$ cat src/rtl/kbd_pkg.sv
// kbd_pkg: shared constants for the keyboard path.
// ASCII codes of interest and default FIFO sizing.
package kbd_pkg;
  localparam logic [7:0] ASCII_NUL = 8'h00;
  localparam logic [7:0] ASCII_CR  = 8'h0d;
  localparam logic [7:0] ASCII_BS  = 8'h08;
  localparam int DEF_DEPTH = 8;
  localparam int DEF_CNT_W = 8;
endpackage

$ cat src/rtl/kbd_fifo_mem.sv
// kbd_fifo_mem: DEPTH x 8 register file.
// One synchronous write port, one asynchronous read port.
module kbd_fifo_mem #(
  parameter int DEPTH = 8,
  parameter int AW    = 3
) (
  input  logic          clk,
  input  logic          we,
  input  logic [AW-1:0] waddr,
  input  logic [7:0]    wdata,
  input  logic [AW-1:0] raddr,
  output logic [7:0]    rdata
);
  logic [7:0] mem [DEPTH];

  always_ff @(posedge clk)
    if (we) mem[waddr] <= wdata;

  assign rdata = mem[raddr];
endmodule

$ cat src/rtl/kbd_fifo.sv
// kbd_fifo: keystroke FIFO between the PS/2 receiver
// and display consumers, with overflow flag and counter.
module kbd_fifo
  import kbd_pkg::*;
#(
  parameter int DEPTH = DEF_DEPTH,
  parameter int AW    = 3,
  parameter int CNT_W = DEF_CNT_W
) (
  input  logic             clk,
  input  logic             reset_n,
  input  logic             in_valid,
  input  logic [7:0]       in_ascii,
  output logic             out_valid,
  input  logic             out_ready,
  output logic [7:0]       out_data,
  output logic [AW:0]      level,
  output logic             overflow,
  input  logic             clr_ovf,
  output logic [CNT_W-1:0] key_count
);
  localparam logic [AW:0] FULL = (AW+1)'(DEPTH);

  logic [AW-1:0] wr_ptr;
  logic [AW-1:0] rd_ptr;
  logic [7:0]    rdata;
  logic          push_req;
  logic          pop;
  logic          push;

  assign out_valid = (level != '0);
  assign push_req  = in_valid && (in_ascii != ASCII_NUL);
  assign pop       = out_valid && out_ready;
  // a full FIFO still takes a code if the head leaves this cycle
  assign push      = push_req && ((level < FULL) || pop);
  assign out_data  = out_valid ? rdata : ASCII_NUL;

  kbd_fifo_mem #(
    .DEPTH (DEPTH),
    .AW    (AW)
  ) u_mem (
    .clk   (clk),
    .we    (push),
    .waddr (wr_ptr),
    .wdata (in_ascii),
    .raddr (rd_ptr),
    .rdata (rdata)
  );

  always_ff @(posedge clk or negedge reset_n) begin
    if (!reset_n) begin
      wr_ptr    <= '0;
      rd_ptr    <= '0;
      level     <= '0;
      overflow  <= 1'b0;
      key_count <= '0;
    end else begin
      if (push) begin
        wr_ptr    <= wr_ptr + 1'b1;
        key_count <= key_count + 1'b1;
      end
      if (pop)
        rd_ptr <= rd_ptr + 1'b1;
      if (push && !pop)
        level <= level + 1'b1;
      else if (pop && !push)
        level <= level - 1'b1;
      // a drop in the same cycle beats the clear
      if (push_req && !push)
        overflow <= 1'b1;
      else if (clr_ovf)
        overflow <= 1'b0;
    end
  end
endmodule

$ cat config.mk
export PLATFORM = sky130hd
export DESIGN_NAME = kbd_fifo
export DESIGN_NICKNAME = d
export VERILOG_FILES = /design/src/rtl/kbd_pkg.sv /design/src/rtl/kbd_fifo_mem.sv /design/src/rtl/kbd_fifo.sv
export SDC_FILE = /design/constraint.sdc
export NUM_CORES = 1
export LEC_CHECK = 0
export BUFFER_PORTS_ARGS = -buffer_cell sky130_fd_sc_hd__buf_2
export CORE_ASPECT_RATIO = 1.25
export CORE_MARGIN = 2
export CORE_UTILIZATION = 55
export CTS_BUF_LIST = sky130_fd_sc_hd__clkbuf_8
export DETAILED_ROUTE_END_ITERATION = 6
export GPL_ROUTABILITY_DRIVEN = 1
export MAX_ROUTING_LAYER = met4
export PLACE_DENSITY = 0.88
export SLEW_MARGIN = 10
export SYNTH_ARGS = -nofsm -noshare
export SYNTH_HDL_FRONTEND = slang
export SYNTH_SLANG_ARGS = --single-unit
export TNS_END_PERCENT = 100
$ cat constraint.sdc
create_clock -name clk -period 2.3 [get_ports clk]
set_input_delay 0 -clock clk [delete_from_list [all_inputs] [get_ports clk]]
set_output_delay 0 -clock clk [all_outputs]
set_load 0.03 [all_outputs]
==> impl_metrics.env, run 1 <==
export IMPL_grt_pass1_vias=1927
export IMPL_die_width_microns=75.5
export IMPL_path_common_cell="ha_4"
export IMPL_cts_tree="yes"
export IMPL_required_ns=2.53
export IMPL_dieArea_sq_um=7040
export IMPL_syn_nets=215
export IMPL_power_switching_mw=2.04
export IMPL_drtPass1Iterations=4
export IMPL_worstSetupStartpointType="primary input"
export IMPL_numCtsBuffers=9
export IMPL_p_comb_share_pct=40.6
export IMPL_boundaryPins=35
export IMPL_htree_num_levels=3
export IMPL_worst_path_max_delay_cell="dlygate4sd3_1"
export IMPL_synth_top_area_share_pct=54.8
export IMPL_timing_final_crit_share_pct=96.1
export IMPL_ys_types=40
export IMPL_synth_area_top_cells="edfxtp_1 (55%), dfrtp_1 (14%), mux4_2 (5.8%), mux4_1 (5.2%), xnor2_1 (2.7%)"
export IMPL_synth_top_family_by_area="multiplexers"
export IMPL_ys_flop_type="edfxtp_1"
export IMPL_setup_tns_ns=0
export IMPL_crit_type="in2reg"
export IMPL_layout_drive_gt1_share_pct=34.0
export IMPL_status="completed"
export IMPL_netlist_area_sq_um=3510
export IMPL_drv_slew=0
export IMPL_async_flop_share_pct=22.9
export IMPL_syn_inst=195
export IMPL_totalWireLength_microns=6350
export IMPL_fin_cells=347
export IMPL_clk_pin_slew_worst_paths_ns=0.08
export IMPL_yosys_warnings=0
export IMPL_root_buffer="clkbuf_8"
export IMPL_syn2layout_area_growth_pct=19.2
export IMPL_hold_viol_final=0
export IMPL_drcViolationCount=0
export IMPL_wire_per_inst_microns=18.3
export IMPL_slowest_delay_ns=0.54
export IMPL_place_congestion=0.864
export IMPL_synth_compound_area_share_pct=1.28
export IMPL_port_buffers=34
export IMPL_nets=277
export IMPL_synth_mux_area_share_pct=14.9
export IMPL_placed_area_sq_um=3840
export IMPL_ys_ff_latch=83
export IMPL_yosysMostFrequentCell="edfxtp_1"
export IMPL_critPathMaxFanout=9
export IMPL_diodes=0
export IMPL_p_leak_nw=1.55
export IMPL_antenna_found_initial=0
export IMPL_fp_coreArea_sq_um=6170
export IMPL_avgSynthCellArea_sq_um=18.0
export IMPL_drt_iter0_drc=140
export IMPL_cts_buffer_depth=2
export IMPL_dpl_hpwl_microns=3970
export IMPL_clock_sinks=83
export IMPL_vias_per_cell=5.55
export IMPL_p_sw_share_pct=38.7
export IMPL_rows=32
export IMPL_finalPower_mw=5.28
export IMPL_grtUsageTotal_pct=21.0
export IMPL_synthTopCellsByCount="edfxtp_1 (64), dfrtp_1 (19), xnor2_1 (11), nand2_1 (10)"
export IMPL_crit_chain="dlygate4sd3_1 -> buf_2 -> nor4_4 -> nand2_1 -> nand3_4 -> inv_2 -> ha_4 -> inv_4 -> ha_4 -> a21o_4 -> a21oi_2 -> mux2i_1 -> o31ai_1"
export IMPL_die_h_microns=93.3
export IMPL_synthXorXnorAreaFrac_pct=3.24
export IMPL_finClkSkew_ns=0.00721
export IMPL_design_area_sq_um=4180
export IMPL_grt_pass1_wl_microns=10000
export IMPL_cap_violations=0
export IMPL_relSlewSlack_pct=50.3
export IMPL_setup_viol=0
export IMPL_synth_fa_ha_area_share_pct=2.71
export IMPL_worst_slew_pin_slew_ns=0.745
export IMPL_cp_arrival_ns=2.44
export IMPL_vias=1927
export IMPL_endpoint_kind="flop"
export IMPL_synth_top_cell_by_area="edfxtp_1"
export IMPL_start_util_pct=56.9
export IMPL_grt_max_degree=20
export IMPL_post_route_util_pct=67.8
export IMPL_min_path_type="in2async"
export IMPL_timing_fmax_mhz=453
export IMPL_clock_power_share_pct=16.4
export IMPL_ant_nets=0
export IMPL_seqPwrFrac_pct=43.0
export IMPL_dp_cells=317
export IMPL_ys_seq_area_share_pct=68.3
export IMPL_path_delay_family="buffers and inverters"
export IMPL_peakVddDrop_mv=0.938
export IMPL_min_period_ns=2.21
export IMPL_clk_latency_ns=0.35
export IMPL_path_buf_inv=4
export IMPL_synth_simple_area_share_pct=7.13
export IMPL_fillers=423
export IMPL_p_per_area_nw_per_um2=1260
export IMPL_intPower_mw=3.24
export IMPL_gr_total_overflow=0
export IMPL_synth_edf_count=64
layout make-up:
type	instances	area, sq um	share of cell area (%)
clock buffers	9	124	2.96
clock inverters	7	36.3	0.867
inverters	5	21.3	0.509
multi-input cells	99	1100	26.4
flip-flops and latches	83	2400	57.4
well taps	85	106	2.54
repair buffers	59	390	9.33
power by group through the flow:
stage          Clock [mW]  Sequential [mW]  Combinational [mW]
3_3_place_gp            0             2.28                2.02
3_5_place_dp            0             2.31                2.07
4_1_cts             0.878             2.27                2.11
2_1_floorplan           0             2.34                1.51
6_report            0.865             2.27                2.14
5_1_grt             0.933             2.32                2.31
flip-flops by register name, summed over array words and instances (netlist names):
name and count:
level 4, u_mem.mem 64, wr_ptr 3, key_count 8, rd_ptr 3, overflow 1
cells by family (layout without fill, tap and decap cells):
group                      Yosys count  in the layout
AOI/OAI and AO/OA                    7              7
muxes                               29             29
and+or+nand+nor                     43             43
xor gates and xnor gates            13             13
DFF                                 83             83
adders and majority gates            7              7
buffers and inverters               13             80
metal layers:
layer | GRT usage [%] | up-vias | routed length [microns]
li1 | - | 890 | -
met1 | 26.9 | 965 | 2650
met2 | 31.8 | 58 | 3210
met3 | 6.36 | 14 | 334
met4 | 7.60 | 0 | 148
met5 | - | - | 0
worst register-to-register path: cells and delay by family, from the launching register on:
family	cells	cell delay (ns)
buf+inv	2	0.15
compound gates	2	0.51
fa+ha+maj	2	0.55
flops	1	0.47
simple gates	2	0.39
through the flow:
step,hold slack (ns),worst slack (ns)
floorplan,-0.296,-0.0844
global placement,-0.0353,0.230
detailed placement,-0.0339,0.153
CTS,0.121,0.0467
global route,0.150,-0.0276
finish,0.116,0.0907
path summary, 6_finish.rpt:
path / startpoint / endpoint / slack (ns) / depth (start not counted)
min in group clk: in_valid / wr_ptr[0] / 0.28 / 5
worst max register to register: level[0] / level[3] / 0.12 / 8
max in group asynchronous: reset_n / level[2] / 1.85 / 2
worst max-delay path: in_ascii[0] / level[3] / 0.09 / 13
worst min-delay path: reset_n / key_count[1] / 0.12 / 2
worst min register to register: key_count[7] / key_count[7] / 0.48 / 1
cell usage in the layout, fill, tap and decap left out, drive strengths merged, types with 4 or more instances in the layout:
cell         Yosys  routed
xnor2           11      11
nor4             4       4
inv              5       6
mux4            16      16
ha               6       6
edfxtp          64      64
mux2i            9       9
dfrtp           19      19
dlygate4sd3      0      12
nand3            4       4
nor2             9       9
clkinv           0       4
nand2           12      12
buf              7      46
clkbuf           1      10
mux2             4       4
nor3             5       5
repair_timing:
item | in CTS | in global routing
hold endpoints to repair | 86 | 0
buffers inserted | 0 | 2
hold buffers | 12 | 0
endpoints found under the setup margin | 0 | 1
gates resized for setup | 0 | 6
No activity file was read; power rests on OpenSTA's default activity.
==> run 2, diff against run 1 <==
- CORE_UTILIZATION: 55 -> 35
- PLACE_DENSITY: 0.88 -> 0.64
==> run 2 against run 1 <==
  * Maximum frequency grew 3.2%
  * Count of clock-buffer cells in the layout is the same
  * Clock skew rose by 0.0039 ns
  * First-iteration DRC count is 7.1% lower
  * Power rose by 1.4%
  * Die area is 54% higher
  * Combinational power shrank 2%
  * Critical path depth stayed put
  * Clock power grew 13%
  * Critical endpoint unchanged
  * Largest power group unchanged
==> impl_metrics.env, run 2 (synthesis results as in run 1) <==
export IMPL_final_cell_mix="edfxtp_1 (64), buf_2 (34), dfrtp_1 (16)"
export IMPL_endpoint="level[3]"
export IMPL_dieArea_sq_um=10800
export IMPL_fillers=889
export IMPL_drt_iter0_drc=130
export IMPL_drcViolationCount=0
export IMPL_rsz0062_at_grt="false"
export IMPL_status="completed"
export IMPL_placed_area_sq_um=3910
export IMPL_p_leak_nw=1.56
export IMPL_min_period_ns=2.14
export IMPL_layout_commonest_cell="edfxtp_1"
export IMPL_crit_chain="dlygate4sd3_1 -> buf_2 -> nor4_2 -> nand2_1 -> nand3_2 -> inv_2 -> ha_4 -> inv_4 -> ha_4 -> a21o_1 -> a21oi_2 -> mux2i_1 -> o31ai_1"
export IMPL_seqPwrFrac_pct=42.5
export IMPL_finClkSkew_ns=0.0111
export IMPL_regArea_sq_um=2400
export IMPL_clk_pin_slew_worst_paths_ns=0.08
export IMPL_ant_nets=0
export IMPL_worst_slew_pin_slew_ns=0.893
export IMPL_fin_cells=386
export IMPL_critPathMaxFanout=9
export IMPL_cap_violations=0
export IMPL_relSlewSlack_pct=40.3
export IMPL_finalPower_mw=5.36
export IMPL_post_cts_buffers=0
export IMPL_crit_type="in2reg"
export IMPL_design_area_sq_um=4240
export IMPL_grt_pass1_vias=1917
export IMPL_totalWireLength_microns=6590
export IMPL_cts_tree="yes"
export IMPL_ff2ff_path_depth=8
export IMPL_largest_registers="u_mem.mem (64), key_count (8), level (4)"
export IMPL_grt_max_degree=20
export IMPL_power_switching_mw=2.03
export IMPL_path_common_cell="ha_4"
export IMPL_clock_power_share_pct=18.2
export IMPL_start_util_pct=36.1
export IMPL_setup_tns_ns=0
export IMPL_die_h_microns=116
export IMPL_grtUsageTotal_pct=13.5
export IMPL_place_ws_ns=0.143
export IMPL_antenna_found_initial=0
export IMPL_post_route_util_pct=43.6
export IMPL_startpoint="in_ascii[1]"
export IMPL_largest_reg_flops=64
export IMPL_drtPass1Iterations=4
export IMPL_gr_total_overflow=0
export IMPL_diodes=0
export IMPL_root_buffer="clkbuf_8"
export IMPL_r2r_end="level[3]"
export IMPL_r2r_start="level[0]"
export IMPL_place_congestion=0.773
export IMPL_multiInputGateArea_sq_um=1090
export IMPL_p_sw_share_pct=37.9
export IMPL_worstSetupStartpointType="primary input"
export IMPL_vias=1874
export IMPL_dpl_hpwl_microns=4230
export IMPL_syn2layout_area_growth_pct=20.7
export IMPL_numCtsBuffers=9
export IMPL_p_per_area_nw_per_um2=1260
export IMPL_hold_slack_ns=0.118
export IMPL_layout_drive_gt1_share_pct=34.6
export IMPL_setup_viol=0
export IMPL_die_width_microns=93.6
export IMPL_fp_coreArea_sq_um=9710
export IMPL_regMostFlops="u_mem.mem"
export IMPL_nets=276
export IMPL_slowest_delay_ns=0.53
export IMPL_vias_per_cell=4.85
export IMPL_grt_pass1_wl_microns=10300
export IMPL_p_comb_share_pct=39.2
export IMPL_drv_slew=0
export IMPL_timing_fmax_mhz=467
export IMPL_min_path_type="in2async"
export IMPL_cts_buffer_depth=2
export IMPL_intPower_mw=3.33
export IMPL_hold_viol_final=0
export IMPL_timing_final_crit_share_pct=93.1
export IMPL_dp_cells=359
export IMPL_setup_ws_ns=0.159
export IMPL_clk_latency_ns=0.35
export IMPL_endpoint_kind="flop"
export IMPL_wire_per_inst_microns=17.1
export IMPL_boundaryPins=35
export IMPL_peakVddDrop_mv=0.324
export IMPL_htree_num_levels=3
export IMPL_rows=40
export IMPL_required_ns=2.54
export IMPL_port_buffers=34
export IMPL_worst_path_max_delay_cell="dlygate4sd3_1"
export IMPL_r2r_slack_ns=0.18
export IMPL_cp_arrival_ns=2.38
export IMPL_clock_sinks=83
-- run 2: layout make-up --
| class | instances | share of cell area [%] |
|---|---|---|
| Sequential cell | 83 | 56.7 |
| Timing Repair Buffer | 58 | 8.98 |
| Multi-Input combinational cell | 99 | 25.8 |
| Clock inverter | 6 | 1.39 |
| Clock buffer | 9 | 2.92 |
| Inverter | 5 | 0.502 |
| Tap cell | 126 | 3.72 |
-- run 2: how the worst min path moves through the flow --
stage	startpoint	slack [ns]	cells after the start	endpoint
floorplan	reset_n	-0.30	0	key_count[0]
global placement	reset_n	-0.03	1	level[1]
detailed placement	reset_n	-0.03	1	level[1]
CTS	reset_n	0.12	2	key_count[7]
global route	reset_n	0.16	2	level[1]
finish	reset_n	0.12	2	level[3]
-- run 2: layer usage --
metal | vias up | part of all wire, % | global-route usage [%]
met5 | - | 0 | -
met4 | 0 | 2.1 | 6.38
met3 | 9 | 2.3 | 2.67
met2 | 25 | 54 | 23.0
met1 | 955 | 42 | 15.4
li1 | 885 | - | -
-- run 2: power groups by stage --
stage          Clock (mW)  Sequential (mW)  Combinational, mW
6_report            0.977             2.28               2.10
2_1_floorplan           0             2.34               1.51
3_3_place_gp            0             2.30               2.07
3_5_place_dp            0             2.32               2.11
4_1_cts              1.01             2.29               2.13
5_1_grt              1.06             2.33               2.28
-- run 2: worst max-delay path: cells and delay by family --
kind,cells,cell delay (ns)
buf+inv,4,0.85
fa+ha+maj,2,0.37
mux,1,0.20
compound gates,3,0.42
simple gates,3,0.51
-- run 2: timing repair --
action | in CTS | in global routing
hold buffers | 12 | 0
gates resized for setup | 0 | 3
setup endpoints to repair | 0 | 1
endpoints found under the hold margin | 86 | 0
==> run 3, diff against run 2 <==
- ABC_AREA: not set -> 1
- CORE_UTILIZATION: 35 -> 52
- GPL_TIMING_DRIVEN: not set -> 0
- PLACE_DENSITY: 0.64 -> 0.84
==> run 3 against run 2 <==
  * Setup slack better by 0.095 ns
  * Maximum frequency rose by 4.6%
  * Cell count increased by 47%
  * Cell area rose by 7.0%
  * Largest cell class unchanged
  * Clock power is 2.8% lower
  * Power grew 8.1%
  * Clock skew down 0.00082 ns
  * Sequential power decreased by 8.8%
  * Global-route usage grew 8.5 points
  * Area after synthesis increased by 9.5%
  * Utilization is 19 points higher
==> impl_metrics.env, run 3 <==
export IMPL_required_ns=2.27
export IMPL_dpl_hpwl_microns=5490
export IMPL_totalWireLength_microns=8120
export IMPL_grt_pass1_wl_microns=12900
export IMPL_cts_buffer_depth=2
export IMPL_yosysMostFrequentCell="nand2_1"
export IMPL_place_congestion=0.855
export IMPL_cp_arrival_ns=2.02
export IMPL_vias=2904
export IMPL_p_sw_share_pct=43.4
export IMPL_syn_inst=404
export IMPL_clock_sinks=83
export IMPL_largest_reg_flops=64
export IMPL_ys_seq_area_share_pct=62.4
export IMPL_relSlewSlack_pct=40.0
export IMPL_path_delay_family="simple AND/OR/NAND/NOR gates"
export IMPL_grt_max_degree=20
export IMPL_peakVddDrop_mv=0.874
export IMPL_boundaryPins=35
export IMPL_synth_edf_count=64
export IMPL_gr_total_overflow=0
export IMPL_yosys_warnings=0
export IMPL_path_buf_inv=1
export IMPL_hold_slack_ns=0.136
export IMPL_syn_nets=424
export IMPL_htree_num_levels=3
export IMPL_drcViolationCount=0
export IMPL_timing_fmax_mhz=489
export IMPL_grt_pass1_vias=2806
export IMPL_port_buffers=34
export IMPL_fin_cells=568
export IMPL_p_comb_share_pct=47.7
export IMPL_synthTopCellsByCount="nand2_1 (100), nor2_1 (86), edfxtp_1 (64), inv_1 (39), nand3_1 (35)"
export IMPL_worstSetupStartpointType="flop"
export IMPL_start_util_pct=52.9
export IMPL_drt_iter0_drc=201
export IMPL_p_leak_nw=2.04
export IMPL_min_period_ns=2.05
export IMPL_netlist_area_sq_um=3840
export IMPL_cts_tree="yes"
export IMPL_design_area_sq_um=4530
export IMPL_rows=35
export IMPL_worst_path_max_delay_cell="nor2_1"
export IMPL_timing_final_crit_share_pct=88.9
export IMPL_placed_area_sq_um=4130
export IMPL_wire_per_inst_microns=14.3
export IMPL_ys_ff_latch=83
export IMPL_worst_slew_pin_slew_ns=0.896
export IMPL_layout_drive_gt1_share_pct=16.8
export IMPL_async_flop_share_pct=22.9
export IMPL_drv_slew=0
export IMPL_ant_nets=0
export IMPL_dp_cells=530
export IMPL_intPower_mw=3.28
export IMPL_seqPwrFrac_pct=35.9
export IMPL_final_cell_mix="nand2_1 (100), nor2_1 (86), edfxtp_1 (64)"
export IMPL_crit_type="reg2reg"
export IMPL_ys_flop_type="edfxtp_1"
export IMPL_nets=491
export IMPL_synth_top_area_share_pct=50.0
export IMPL_numCtsBuffers=9
export IMPL_ys_types=23
export IMPL_die_width_microns=80.9
export IMPL_vias_per_cell=5.11
export IMPL_rsz0062_at_grt="false"
export IMPL_p_per_area_nw_per_um2=1280
export IMPL_avgSynthCellArea_sq_um=9.51
export IMPL_fp_coreArea_sq_um=7270
export IMPL_endpoint_kind="flop"
export IMPL_syn2layout_area_growth_pct=18.0
export IMPL_slowest_delay_ns=0.66
export IMPL_critPathMaxFanout=9
export IMPL_drtPass1Iterations=4
export IMPL_synth_top_cell_by_area="edfxtp_1"
export IMPL_min_path_type="in2async"
export IMPL_die_h_microns=100
export IMPL_post_route_util_pct=62.4
export IMPL_crit_chain="nor2_1 -> nand2_2 -> nand2_4 -> nand2_2 -> nand3_4 -> buf_12 -> nor2_1"
export IMPL_clk_pin_slew_worst_paths_ns=0.08
export IMPL_status="completed"
export IMPL_clock_power_share_pct=16.4
export IMPL_regMostFlops="u_mem.mem"
export IMPL_diodes=0
export IMPL_grtUsageTotal_pct=22.0
export IMPL_dieArea_sq_um=8100
export IMPL_setup_viol=0
export IMPL_synth_area_top_cells="edfxtp_1 (50%), dfrtp_1 (12%), nand2_1 (9.8%), nor2_1 (8.4%), nand3_1 (4.6%)"
export IMPL_clk_latency_ns=0.35
export IMPL_cap_violations=0
export IMPL_largest_registers="u_mem.mem (64), key_count (8), level (4)"
export IMPL_power_switching_mw=2.51
export IMPL_finalPower_mw=5.79
export IMPL_layout_commonest_cell="nand2_1"
export IMPL_hold_viol_final=0
export IMPL_finClkSkew_ns=0.0103
export IMPL_root_buffer="clkbuf_8"
export IMPL_antenna_found_initial=0
## run 3: changes by cell type after synthesis, moves of 3 or more
cell,delta
o21ai_0,+17
clkbuf_1,+3
xnor2_1,-5
inv_1,+36
nor4_1,-3
nor3_1,-5
nand3_1,+32
mux4_1,-7
buf_2,+8
nand2_1,+90
mux2i_1,-9
mux4_2,-9
mux2_2,-3
nor2_1,+77
## run 3: metal layers
layer	global-route usage [%]	vias to the layer above	share of wire (%)
li1	-	1427	-
met1	25.6	1374	41
met2	36.3	92	52
met3	4.86	11	5.5
met4	10.0	0	1.1
met5	-	-	0
## run 3: worst paths after layout
check,startpoint,endpoint,slack (ns),depth (start not counted)
worst max-delay path,level[3],u_mem.mem[7][3],0.25,7
min in group clk,in_ascii[6],u_mem.mem[6][6],0.49,2
worst min-delay path,reset_n,key_count[7],0.14,2
worst min register to register,key_count[7],key_count[7],0.53,2
worst max register to register,level[3],u_mem.mem[7][3],0.25,7
max in group asynchronous,reset_n,level[2],1.82,2
## run 3: kinds of logic (layout without fill, tap and decap cells)
kind of cell	count (synthesis)	after routing	share of synthesized area [%]
AO/OA/AOI/OAI	22	22	2.90
XOR/XNOR	9	9	2.05
adder cells (fa/ha/maj)	7	7	2.47
buffers and inverters	57	129	6.22
flip-flops	83	83	62.4
AND/OR/NAND/NOR	226	226	24.0
## run 3: power groups by stage
stage,sequential [mW],combinational (mW),clock [mW]
2_1_floorplan,2.24,1.74,0
4_1_cts,2.09,2.66,0.962
3_5_place_dp,2.12,2.58,0
6_report,2.08,2.76,0.950
5_1_grt,2.10,3.07,1.02
3_3_place_gp,2.10,2.49,0
## run 3: final cells by class
cell class              instances  area [sq um]
multi-input cells             264          1220
repair buffers                 57           388
fillers                       585          2740
clock inverters                 5          28.8
well taps                      92           115
flip-flops and latches         83          2400
plain buffers                  16          77.6
inverters                      40           150
clock buffers                  11           151
## run 3: timing repair
action	in CTS	in global routing
gates resized for setup	3	2
endpoints found under the hold margin	87	1
gates cloned	0	0
hold buffers	12	1
pin swaps	0	2
endpoints found under the setup margin	1	11
buffers inserted	1	9
## run 3: per-stage QoR
stage / setup TNS (ns) / setup WS (ns)
2_1_floorplan: 0 / 0.00812
3_3_place_gp: -0.00430 / -0.00430
4_1_cts: 0 / 0.00110
5_1_grt: 0 / 0.0684
6_report: 0 / 0.255
3_5_place_dp: -0.0821 / -0.0821
